File: src/rtl/mac_table_arb_pkg.sv
// Shared types and default sizing for the MAC table request arbiter.
// The optional aging feature is selected with MAC_TABLE_ARB_AGING_EN.
package mac_arb_pkg;

  localparam int P_PORTS_DEF    = 4;
  localparam int P_ADDR_W_DEF   = 8;
  localparam int P_AGE_TICK_DEF = 32768;

  // Arbiter FSM: one table transaction takes exactly one pass round the loop.
  typedef enum logic [1:0] {
    ST_IDLE  = 2'd0,
    ST_ISSUE = 2'd1,
    ST_WAIT  = 2'd2,
    ST_DONE  = 2'd3
  } arb_state_e;

endpackage

File: src/rtl/mac_table_arb_if.sv
// Port-side and table-side signal bundle of mac_table_arb.
// Handshake: i_req[p] is a one-cycle valid with no ready; the arbiter always
// accepts it into port p's holding slot unless that slot is already pending
// and not being granted, in which case the pulse is dropped and o_ovf[p]
// pulses the next cycle. o_ack[p] is the one-cycle completion for port p and
// o_dst_port is meaningful only while o_ack is non-zero. The table side is a
// fire-and-forget write strobe plus a read whose data returns one cycle later.
interface mac_table_arb_if
  import mac_arb_pkg::*;
#(
  parameter int pPORTS  = P_PORTS_DEF,
  parameter int pADDR_W = P_ADDR_W_DEF,
  parameter int pPORT_W = $clog2(pPORTS)
);

  logic [pPORTS-1:0]         i_req;
  logic [pPORTS*pADDR_W-1:0] i_sa;
  logic [pPORTS*pADDR_W-1:0] i_da;
  logic [pPORTS-1:0]         o_ack;
  logic [pPORT_W-1:0]        o_dst_port;
  logic [pPORTS-1:0]         o_ovf;
  logic                      o_tbl_we;
  logic [pADDR_W-1:0]        o_tbl_sa;
  logic [pADDR_W-1:0]        o_tbl_da;
  logic [pPORT_W-1:0]        o_tbl_port;
  logic [pPORT_W-1:0]        i_tbl_port;
  logic                      o_age_step;
  logic                      o_busy;
  arb_state_e                dbg_state;

  // Requesters and table model side.
  modport master (
    output i_req, i_sa, i_da, i_tbl_port,
    input  o_ack, o_dst_port, o_ovf, o_tbl_we, o_tbl_sa, o_tbl_da,
    input  o_tbl_port, o_age_step, o_busy, dbg_state
  );

  // Arbiter side.
  modport slave (
    input  i_req, i_sa, i_da, i_tbl_port,
    output o_ack, o_dst_port, o_ovf, o_tbl_we, o_tbl_sa, o_tbl_da,
    output o_tbl_port, o_age_step, o_busy, dbg_state
  );

endinterface

File: src/rtl/mac_table_arb_rr_arbiter.sv
// Combinational round-robin picker: first set request at or after ptr,
// wrapping at N-1 back to 0.
module rr_arbiter #(
  parameter int N  = 4,
  parameter int IW = $clog2(N)
) (
  input  logic [N-1:0]  req,
  input  logic [IW-1:0] ptr,
  output logic [N-1:0]  gnt,
  output logic [IW-1:0] idx,
  output logic          any
);

  // Scan offsets 0..N-1 from the pointer; the first hit wins.
  always_comb begin
    gnt = '0;
    idx = '0;
    any = 1'b0;
    for (int i = 0; i < N; i++) begin
      for (int j = 0; j < N; j++) begin
        if (!any && req[j] && (((int'(ptr) + i) % N) == j)) begin
          any    = 1'b1;
          gnt[j] = 1'b1;
          idx    = IW'(j);
        end
      end
    end
  end

endmodule

File: src/rtl/mac_table_arb.sv
// MAC table request arbiter: collects per-port learn/lookup requests, grants
// them round-robin, learns SA->port and looks up DA in an external table with
// one-cycle read latency, then acks the port with the looked-up egress port.
// A request lands in the pending register first, so the grant happens in the
// following IDLE cycle and the ack arrives four cycles after the request.
// Optional periodic aging strobe: define MAC_TABLE_ARB_AGING_EN.
module mac_table_arb
  import mac_arb_pkg::*;
#(
  parameter int pPORTS    = P_PORTS_DEF,
  parameter int pADDR_W   = P_ADDR_W_DEF,
  parameter int pPORT_W   = $clog2(pPORTS),
  parameter int pAGE_TICK = P_AGE_TICK_DEF
) (
  input logic              iclk,
  input logic              i_rst,
  mac_table_arb_if.slave   bus
);

  arb_state_e                        state_q, state_d;
  logic [pPORTS-1:0]                 pending_q, pending_d;
  logic [pPORTS-1:0][pADDR_W-1:0]    hold_sa_q, hold_sa_d;
  logic [pPORTS-1:0][pADDR_W-1:0]    hold_da_q, hold_da_d;
  logic [pPORT_W-1:0]                ptr_q, ptr_d;
  logic [pADDR_W-1:0]                iss_sa_q, iss_sa_d;
  logic [pADDR_W-1:0]                iss_da_q, iss_da_d;
  logic [pPORT_W-1:0]                iss_idx_q, iss_idx_d;
  logic [pPORT_W-1:0]                dst_q, dst_d;
  logic [pPORTS-1:0]                 ack_q, ack_d;
  logic [pPORTS-1:0]                 ovf_q, ovf_d;
  logic                              tbl_we_q, tbl_we_d;
  logic                              age_step_q, age_step_d;

  logic [pPORTS-1:0]                 gnt_vec, gnt_eff;
  logic [pPORT_W-1:0]                gnt_idx;
  logic                              gnt_any;
  logic                              grant_fire;
  logic                              age_serve;

  rr_arbiter #(.N(pPORTS), .IW(pPORT_W)) u_rr (
    .req (pending_q),
    .ptr (ptr_q),
    .gnt (gnt_vec),
    .idx (gnt_idx),
    .any (gnt_any)
  );

`ifdef MAC_TABLE_ARB_AGING_EN
  localparam int AGE_CW = (pAGE_TICK > 1) ? $clog2(pAGE_TICK) : 1;

  logic [AGE_CW-1:0] age_cnt_q, age_cnt_d;
  logic              age_pending_q, age_pending_d;
  logic              age_wrap;

  // Free-running aging counter; a wrap while a step is still owed merges.
  always_comb begin
    age_wrap      = (age_cnt_q == AGE_CW'(pAGE_TICK - 1));
    age_cnt_d     = age_wrap ? '0 : age_cnt_q + AGE_CW'(1);
    age_serve     = (state_q == ST_IDLE) && age_pending_q;
    age_pending_d = (age_pending_q & ~age_serve) | age_wrap;
  end

  // Aging counter and owed-step flag.
  always_ff @(posedge iclk or posedge i_rst) begin
    if (i_rst) begin
      age_cnt_q     <= '0;
      age_pending_q <= 1'b0;
    end else begin
      age_cnt_q     <= age_cnt_d;
      age_pending_q <= age_pending_d;
    end
  end
`else
  logic unused_age_tick;

  assign age_serve       = 1'b0;
  assign unused_age_tick = ^pAGE_TICK;
`endif

  // An owed aging step takes IDLE ahead of any pending port.
  assign grant_fire = (state_q == ST_IDLE) && !age_serve && gnt_any;
  assign gnt_eff    = grant_fire ? gnt_vec : '0;

  // Per-port capture: a slot accepts a new request when empty or being
  // granted this cycle; otherwise the pulse is dropped and flagged.
  always_comb begin
    pending_d = pending_q;
    hold_sa_d = hold_sa_q;
    hold_da_d = hold_da_q;
    ovf_d     = '0;
    for (int p = 0; p < pPORTS; p++) begin
      pending_d[p] = (pending_q[p] & ~gnt_eff[p]) | bus.i_req[p];
      ovf_d[p]     = bus.i_req[p] & pending_q[p] & ~gnt_eff[p];
      if (bus.i_req[p] && (!pending_q[p] || gnt_eff[p])) begin
        hold_sa_d[p] = bus.i_sa[p*pADDR_W +: pADDR_W];
        hold_da_d[p] = bus.i_da[p*pADDR_W +: pADDR_W];
      end
    end
  end

  // FSM next state and registered output values.
  always_comb begin
    state_d    = state_q;
    ptr_d      = ptr_q;
    iss_sa_d   = iss_sa_q;
    iss_da_d   = iss_da_q;
    iss_idx_d  = iss_idx_q;
    tbl_we_d   = 1'b0;
    ack_d      = '0;
    dst_d      = '0;
    age_step_d = age_serve;
    case (state_q)
      ST_IDLE: begin
        if (grant_fire) begin
          state_d   = ST_ISSUE;
          iss_sa_d  = hold_sa_q[gnt_idx];
          iss_da_d  = hold_da_q[gnt_idx];
          iss_idx_d = gnt_idx;
          tbl_we_d  = 1'b1;
        end
      end
      ST_ISSUE: state_d = ST_WAIT;
      ST_WAIT: begin
        state_d = ST_DONE;
        dst_d   = bus.i_tbl_port;
        ack_d   = pPORTS'(1) << iss_idx_q;
      end
      ST_DONE: begin
        state_d = ST_IDLE;
        ptr_d   = (iss_idx_q == pPORT_W'(pPORTS - 1)) ? '0
                                                       : iss_idx_q + pPORT_W'(1);
      end
      default: state_d = ST_IDLE;
    endcase
  end

  // All arbiter state and registered outputs.
  always_ff @(posedge iclk or posedge i_rst) begin
    if (i_rst) begin
      state_q    <= ST_IDLE;
      pending_q  <= '0;
      hold_sa_q  <= '0;
      hold_da_q  <= '0;
      ptr_q      <= '0;
      iss_sa_q   <= '0;
      iss_da_q   <= '0;
      iss_idx_q  <= '0;
      dst_q      <= '0;
      ack_q      <= '0;
      ovf_q      <= '0;
      tbl_we_q   <= 1'b0;
      age_step_q <= 1'b0;
    end else begin
      state_q    <= state_d;
      pending_q  <= pending_d;
      hold_sa_q  <= hold_sa_d;
      hold_da_q  <= hold_da_d;
      ptr_q      <= ptr_d;
      iss_sa_q   <= iss_sa_d;
      iss_da_q   <= iss_da_d;
      iss_idx_q  <= iss_idx_d;
      dst_q      <= dst_d;
      ack_q      <= ack_d;
      ovf_q      <= ovf_d;
      tbl_we_q   <= tbl_we_d;
      age_step_q <= age_step_d;
    end
  end

  assign bus.o_ack      = ack_q;
  assign bus.o_dst_port = dst_q;
  assign bus.o_ovf      = ovf_q;
  assign bus.o_tbl_we   = tbl_we_q;
  assign bus.o_tbl_sa   = iss_sa_q;
  assign bus.o_tbl_da   = iss_da_q;
  assign bus.o_tbl_port = iss_idx_q;
  assign bus.o_age_step = age_step_q;
  assign bus.o_busy     = (state_q != ST_IDLE);
  assign bus.dbg_state  = state_q;

endmodule
File: src/flat_wrapper.sv
// flat-port wrapper written by rule: the top's interface ports become plain ports
module mac_table_arb_flat import mac_arb_pkg::*;
#(
  parameter int pPORTS    = P_PORTS_DEF,
  parameter int pADDR_W   = P_ADDR_W_DEF,
  parameter int pPORT_W   = $clog2(pPORTS),
  parameter int pAGE_TICK = P_AGE_TICK_DEF
)
  (iclk, i_rst, bus_i_req, bus_i_sa, bus_i_da, bus_i_tbl_port, bus_o_ack, bus_o_dst_port, bus_o_ovf, bus_o_tbl_we, bus_o_tbl_sa, bus_o_tbl_da, bus_o_tbl_port, bus_o_age_step, bus_o_busy, bus_dbg_state);
  mac_table_arb_if #(.pPORTS(pPORTS), .pADDR_W(pADDR_W), .pPORT_W(pPORT_W)) bus_i ();
  input logic iclk;
  input logic i_rst;
  input wire logic [$bits(bus_i.i_req)-1:0] bus_i_req;
  input wire logic [$bits(bus_i.i_sa)-1:0] bus_i_sa;
  input wire logic [$bits(bus_i.i_da)-1:0] bus_i_da;
  input wire logic [$bits(bus_i.i_tbl_port)-1:0] bus_i_tbl_port;
  output wire logic [$bits(bus_i.o_ack)-1:0] bus_o_ack;
  output wire logic [$bits(bus_i.o_dst_port)-1:0] bus_o_dst_port;
  output wire logic [$bits(bus_i.o_ovf)-1:0] bus_o_ovf;
  output wire logic [$bits(bus_i.o_tbl_we)-1:0] bus_o_tbl_we;
  output wire logic [$bits(bus_i.o_tbl_sa)-1:0] bus_o_tbl_sa;
  output wire logic [$bits(bus_i.o_tbl_da)-1:0] bus_o_tbl_da;
  output wire logic [$bits(bus_i.o_tbl_port)-1:0] bus_o_tbl_port;
  output wire logic [$bits(bus_i.o_age_step)-1:0] bus_o_age_step;
  output wire logic [$bits(bus_i.o_busy)-1:0] bus_o_busy;
  output wire logic [$bits(bus_i.dbg_state)-1:0] bus_dbg_state;
  assign bus_i.i_req = bus_i_req;
  assign bus_i.i_sa = bus_i_sa;
  assign bus_i.i_da = bus_i_da;
  assign bus_i.i_tbl_port = bus_i_tbl_port;
  assign bus_o_ack = bus_i.o_ack;
  assign bus_o_dst_port = bus_i.o_dst_port;
  assign bus_o_ovf = bus_i.o_ovf;
  assign bus_o_tbl_we = bus_i.o_tbl_we;
  assign bus_o_tbl_sa = bus_i.o_tbl_sa;
  assign bus_o_tbl_da = bus_i.o_tbl_da;
  assign bus_o_tbl_port = bus_i.o_tbl_port;
  assign bus_o_age_step = bus_i.o_age_step;
  assign bus_o_busy = bus_i.o_busy;
  assign bus_dbg_state = bus_i.dbg_state;
  mac_table_arb #(.pPORTS(pPORTS), .pADDR_W(pADDR_W), .pPORT_W(pPORT_W), .pAGE_TICK(pAGE_TICK)) u_core (.iclk(iclk), .i_rst(i_rst), .bus(bus_i));
endmodule
File: config.mk
export PLATFORM = sky130hd
export DESIGN_NAME = mac_table_arb_flat
export DESIGN_NICKNAME = d
export VERILOG_FILES = /design/src/rtl/mac_table_arb_pkg.sv /design/src/rtl/mac_table_arb_if.sv /design/src/rtl/mac_table_arb_rr_arbiter.sv /design/src/rtl/mac_table_arb.sv /design/src/flat_wrapper.sv
export SDC_FILE = /design/constraint.sdc
export NUM_CORES = 1
export LEC_CHECK = 0
export CORE_MARGIN = 1.5
export CORE_UTILIZATION = 48
export CTS_BUF_LIST = sky130_fd_sc_hd__clkbuf_8
export DETAILED_ROUTE_END_ITERATION = 8
export PLACE_DENSITY = 0.91
export RECOVER_POWER = 50
export SYNTH_ARGS = -nofsm -noshare
export SYNTH_HDL_FRONTEND = slang
export SYNTH_SLANG_ARGS = --single-unit
File: constraint.sdc
create_clock -name iclk -period 3.3 [get_ports iclk]
set_clock_uncertainty 0.1 [all_clocks]
set_input_delay 0.495 -clock iclk [delete_from_list [all_inputs] [get_ports iclk]]
set_output_delay 0.495 -clock iclk [all_outputs]
set_load 0.02 [all_outputs]
* After elaboration in Yosys (flattened, before gate mapping)
Index checks and enable logic that the tools add are counted.
** Storage, ports and cells
- Bits in registers :: 101
- Bits in latches :: 0
- Memory bits (writable) :: 0
- ROM bits :: 0
- Input bits :: 72
- Output and inout port bits :: 33
- Logic and storage cells :: 191
- Memories :: 0
** Operators by class
- Add/sub/neg operators :: 4
- $mul :: 0
- Div/mod/pow operators :: 0
- $lt $le $gt $ge :: 1
- Equal/unequal tests :: 17
- Shift-type cells :: 1
- Multiplexer cells :: 58
- Bitwise logic cells :: 23
- Reduce and logical (&&, ||, !) cells :: 69
** Operators by type and width (number)
- 32-bit zero test :: 4
- 1-bit logical AND :: 36
- 1-bit 2-to-1 mux :: 34
- 2-bit 2-to-1 mux :: 17
- 8-bit binary-select mux with 2-bit select :: 2
- 1-bit zero test :: 19
- 3-bit equality test (second input constant) :: 6
- 8-bit 2-to-1 mux :: 2
- 1-bit AND :: 12
- 2-bit equality test (second input constant) :: 5
- 3-bit by 2-bit equality test with 1-bit output (second input constant) :: 3
- 4-bit 2-to-1 mux :: 2
- 2-bit case mux with 4 select lines :: 1
- 2-bit OR reduction :: 3
- 2-bit by 1-bit adder with 2-bit output (second input constant) :: 2
- 2-bit adder (second input constant) :: 2
- 2-bit by 1-bit equality test with 1-bit output (second input constant) :: 2
- 1-bit logical OR :: 4
- 1-bit inverter :: 4
- 1-bit bitwise OR :: 4
- 1-bit by 2-bit << shifter with 4-bit output (first input constant) :: 1
- 1-bit AND (first input constant) :: 3
- 2-bit by 3-bit < comparator with 1-bit output (second input constant) :: 1
- 2-bit zero test :: 1
- other kinds (3) :: 3

* Longest topological paths before layout
- Word-level depth :: 68
- Gate-level depth with buffers :: 9
- Mapped depth without buffers :: 6

* Hierarchy
A second synthesis with hierarchy kept.
** Second synthesis, totals
- Cells, all modules :: 322
- Area, all modules :: 4688.2 sq um
** By module, submodules not included
- mac_table_arb :: instances 1, cells an instance 295, area an instance 4539.4 sq um
- rr_arbiter :: instances 1, cells an instance 27, area an instance 148.9 sq um

* Worst setup path after synthesis
OpenSTA, ideal clock, no wires.
- Kind :: register to output
- Start point :: register u_core.state_q[0], in the netlist u_core.bus.dbg_state[0]
- End point :: output port bus_o_busy
- Arrival time :: 1.381 ns
- Path slack :: 1.324 ns
- Stages on the path, launching flop included :: 5
- Path buffers :: 1
- Path through :: dfrtp_1 inv_1 ha_1 clkinv_1 clkbuf_1
** On the way
- Word-level cells in the longest chain between the ends :: 1
** Ends and longest elaborated chain
- start, declared :: line mac_table_arb.sv:20 : arb_state_e state_q, state_d;
- start signal, assigned :: line mac_table_arb.sv:154 : state_q <= state_d;
- 2-bit nonzero test :: line mac_table_arb.sv:178 : assign bus.o_busy = (state_q != ST_IDLE);
- end, declared :: line flat_wrapper.sv:25 : output wire logic [$bits(bus_i.o_busy)-1:0] bus_o_busy;
No other way between the ends.

* Final worst setup path
Ends and elaborated chain as after synthesis.

==> impl_metrics.py <==
metrics = {
    "placed_design": {
        "place_ws_ps": 725,
        "dp_hpwl_um": 8230,
        "dpl.cell_count": 630,
        "port_buffers": 103,
        "gp_congestion": 0.854,
    },
    "grt": {
        "grt_pass1_wl_um": 18900,
        "antenna_found_initial": 0,
        "grt-ovfl-total": 0,
        "grt_usage_pct": 22.0,
        "grt_pass1_vias": 3680,
        "grt_max_degree": 57,
    },
    "floorplan": {
        "start_util_pct": 50.1,
        "dieArea_um2": 10900,
        "core_um2": 9860,
        "rows": 36,
        "dieWidth_um": 104,
        "die_h_um": 104,
        "ios": 105,
    },
    "detailed_routing": {
        "viasPerCell": 5.61,
        "wirelength_um": 11500,
        "drc": 0,
        "num_vias": 3625,
        "wl_per_cell_um": 17.8,
        "drt_iter0_drc": 240,
        "detail_route.first_pass.iterations": 5,
        "ant_nets": 0,
    },
    "clocking": {
        "cts-resized-gates": 0,
        "cts_buffers": 9,
        "cts.root.buffer_cell": "clkbuf_8",
        "path_clk_slew_ps": 100,
        "clk_path_buf_depth": 2,
        "cts_hold_repair.buffers": 0,
        "clkLatencyLatePin_ps": 360,
        "cts.sinks": 101,
        "cts_tree": "done",
        "cts_setup_buffers": 0,
        "htreeDepth": 3,
    },
    "sta": {
        "rsz0062_at_grt": "no",
        "slew_violations": 47,
        "holdWs_ps": 417,
        "finalHoldViolCount": 0,
        "fin_setup_tns_ps": 0,
        "setup_ws_ps": 335,
        "fin_crit_sh_pct": 89.9,
        "report.final.setup_viol": 0,
        "fin_crit_ps": 2970,
        "relSlewSlack_pct": -30.7,
        "max_freq_ghz": 0.337,
        "worst_pin_slew_ps": 1950,
    },
    "synthesis": {
        "syn_inst": 418,
        "synth_top_area_share_pct": 51.2,
        "synth_area_um2": 4940,
        "synth-edff-count": 0,
        "muxShareOfSynthArea_pct": 15.0,
        "synth-compound-area-share_pct": 15.0,
        "ys_warn_count": 0,
        "syn_nets": 498,
        "synth_cell_types": 40,
        "synth_top_family_by_area": "multiplexers",
        "synthArstFlopShare_pct": 100,
        "ys.flop_type": "dfrtp_1",
        "ys_ff_latch": 101,
        "synth.area.top_cells": "dfrtp_1 (51%), mux2i_1 (6.5%), mux2_2 (5.5%), nand2_1 (5.4%), o211ai_1 (3.5%)",
        "synth_simple_gate_area_share_pct": 11.0,
        "synthXorXnorAreaFrac_pct": 0,
        "yosysTopAreaCell": "dfrtp_1",
        "synth_seq_area_share_pct": 51.2,
        "syn_area_per_cell_um2": 11.8,
        "synthAdderAreaFrac_pct": 2.03,
    },
    "job": {
        "maxCapViolCount": 1,
    },
    "pwr": {
        "ir_drop_mv": 0.579,
        "cellPowerDensity_nw_per_um2": 996,
        "p_leak_nw": 2.67,
    },
    "worst_setup_path": {
        "crit_type": "flip-flop to output pin",
        "arrival_ps": 2370,
        "cp_max_fo": 19,
        "end_kind": "output pin",
        "start_kind": "flip-flop",
        "critPathRequiredTime_ps": 2700,
    },
    "outcome": {
        "violations": "capacitance limit, slew limit",
        "status": "complete, but fails checks",
    },
    "cells_and_area": {
        "syn_to_final_growth_pct": 24.2,
        "antenna_cells": 0,
        "final_cell_count_no_fill": 646,
        "drive_above_1_share_pct": 16.4,
        "nNetsFinal": 588,
    },
    "worst_hold_path": {
        "hold_path.class": "flip-flop to flip-flop",
    },
}
layout by cell type, fill, tap and decap left out, types with 2 or more instances in the layout:
cell type,Yosys,routed
mux2i_1,32,32
dlygate4sd3_1,0,4
clkinv_4,0,2
and2_1,8,6
mux2_2,24,24
o21ai_0,7,8
buf_4,3,5
dfrtp_1,101,101
o221ai_1,7,7
and2_0,0,2
o21a_1,2,2
o211ai_2,10,10
clkbuf_8,0,10
clkdlybuf4s50_1,0,99
and3_1,2,2
o221ai_2,9,9
or2_2,2,2
o211ai_1,23,23
o22ai_1,18,18
nand2_1,71,71
a21oi_1,5,5
ha_1,8,8
nor2_1,5,5
nand2b_1,21,21
mux2_4,10,10
nand2_2,2,2
inv_1,8,8
layer usage:
layer	vias up	part of all wire (%)	GRT usage [%]	wire (µm)
met1	1798	43	30.0	4910
met5	-	0	0	0
met3	19	6.7	3.82	773
met4	0	2.2	7.84	250
met2	147	48	35.2	5560
li1	1661	-	-	-
stage by stage:
| step | area [µm²] | utilization (%) | power (mW) |
|---|---|---|---|
| 5_1_grt | 6130 | 62.2 | 6.48 |
| 3_3_place_gp | 5950 | 60.3 | 5.17 |
| 2_1_floorplan | 4940 | - | 4.38 |
| 6_report | 6130 | 62.2 | 6.11 |
| 3_5_place_dp | 5950 | 60.3 | 5.32 |
| 4_1_cts | 6150 | 62.3 | 6.13 |
cell type report:
type,count,area (µm²)
flip-flops and latches,101,2530
fillers,775,3730
clock inverters,6,63.8
inverters,10,38.8
well taps,133,166
repair buffers,109,1080
clock buffers,10,138
multi-input cells,277,2120
report_power, final:
part | internal (mW) | total, mW | switching [mW] | leakage, nW
Clock | 0.370 | 0.790 | 0.420 | 0.104
Combinational | 1.44 | 3.00 | 1.56 | 1.38
Sequential | 1.83 | 2.32 | 0.486 | 1.18
synth_stat cells (3+ instances only):
cell,instances
ha_1,8
buf_6,8
o221ai_1,7
o21ai_0,7
o22ai_1,18
dfrtp_1,101
mux2i_1,32
nand2_1,71
and2_1,8
mux2_2,24
clkbuf_1,9
nor2_1,5
o211ai_1,23
a21oi_1,5
inv_1,8
o211ai_2,10
o221ai_2,9
mux2_4,10
buf_4,3
nand2b_1,21
buf_2,6
critical path, stage by stage (launching register included):
cell and delay, ps:
dfrtp_1 400, inv_1 130, ha_1 280, clkinv_1 490, clkdlybuf4s50_1 700
logic make-up (layout without fill, tap and decap cells):
kind of cell	after synthesis	after routing
other	1	1
muxes	66	66
adders and majority gates	8	8
DFF	101	101
AOI/OAI and AO/OA	86	86
buffers and inverters	40	135
and+or+nand+nor	116	116
sequential cells by signal, summed over array words and instances, names as in the netlist:
signal and flops:
u_core.bus.dbg_state 2, u_core.bus.o_ack 4, u_core.bus.o_dst_port 2, u_core.bus.o_tbl_we 1
u_core.bus.o_tbl_port 2, u_core.ptr_q 2, u_core.bus.o_ovf 4, u_core.hold_sa_q 32
u_core.bus.o_tbl_da 8, u_core.bus.o_tbl_sa 8, u_core.pending_q 4, u_core.hold_da_q 32
worst paths after layout:
path	from	cells after the start	slack [ps]	endpoint
max in group asynchronous	i_rst	3	550	u_core.bus.o_tbl_da[7]
min in group asynchronous	i_rst	2	970	u_core.hold_da_q[27]
min	u_core.hold_sa_q[26]	1	420	u_core.hold_sa_q[26]
max	u_core.bus.dbg_state[0]	4	330	bus_o_busy
max reg2reg	u_core.pending_q[0]	4	630	u_core.hold_da_q[6]
min reg2reg	u_core.hold_sa_q[26]	1	420	u_core.hold_sa_q[26]
No activity file was read; power rests on OpenSTA's default activity.
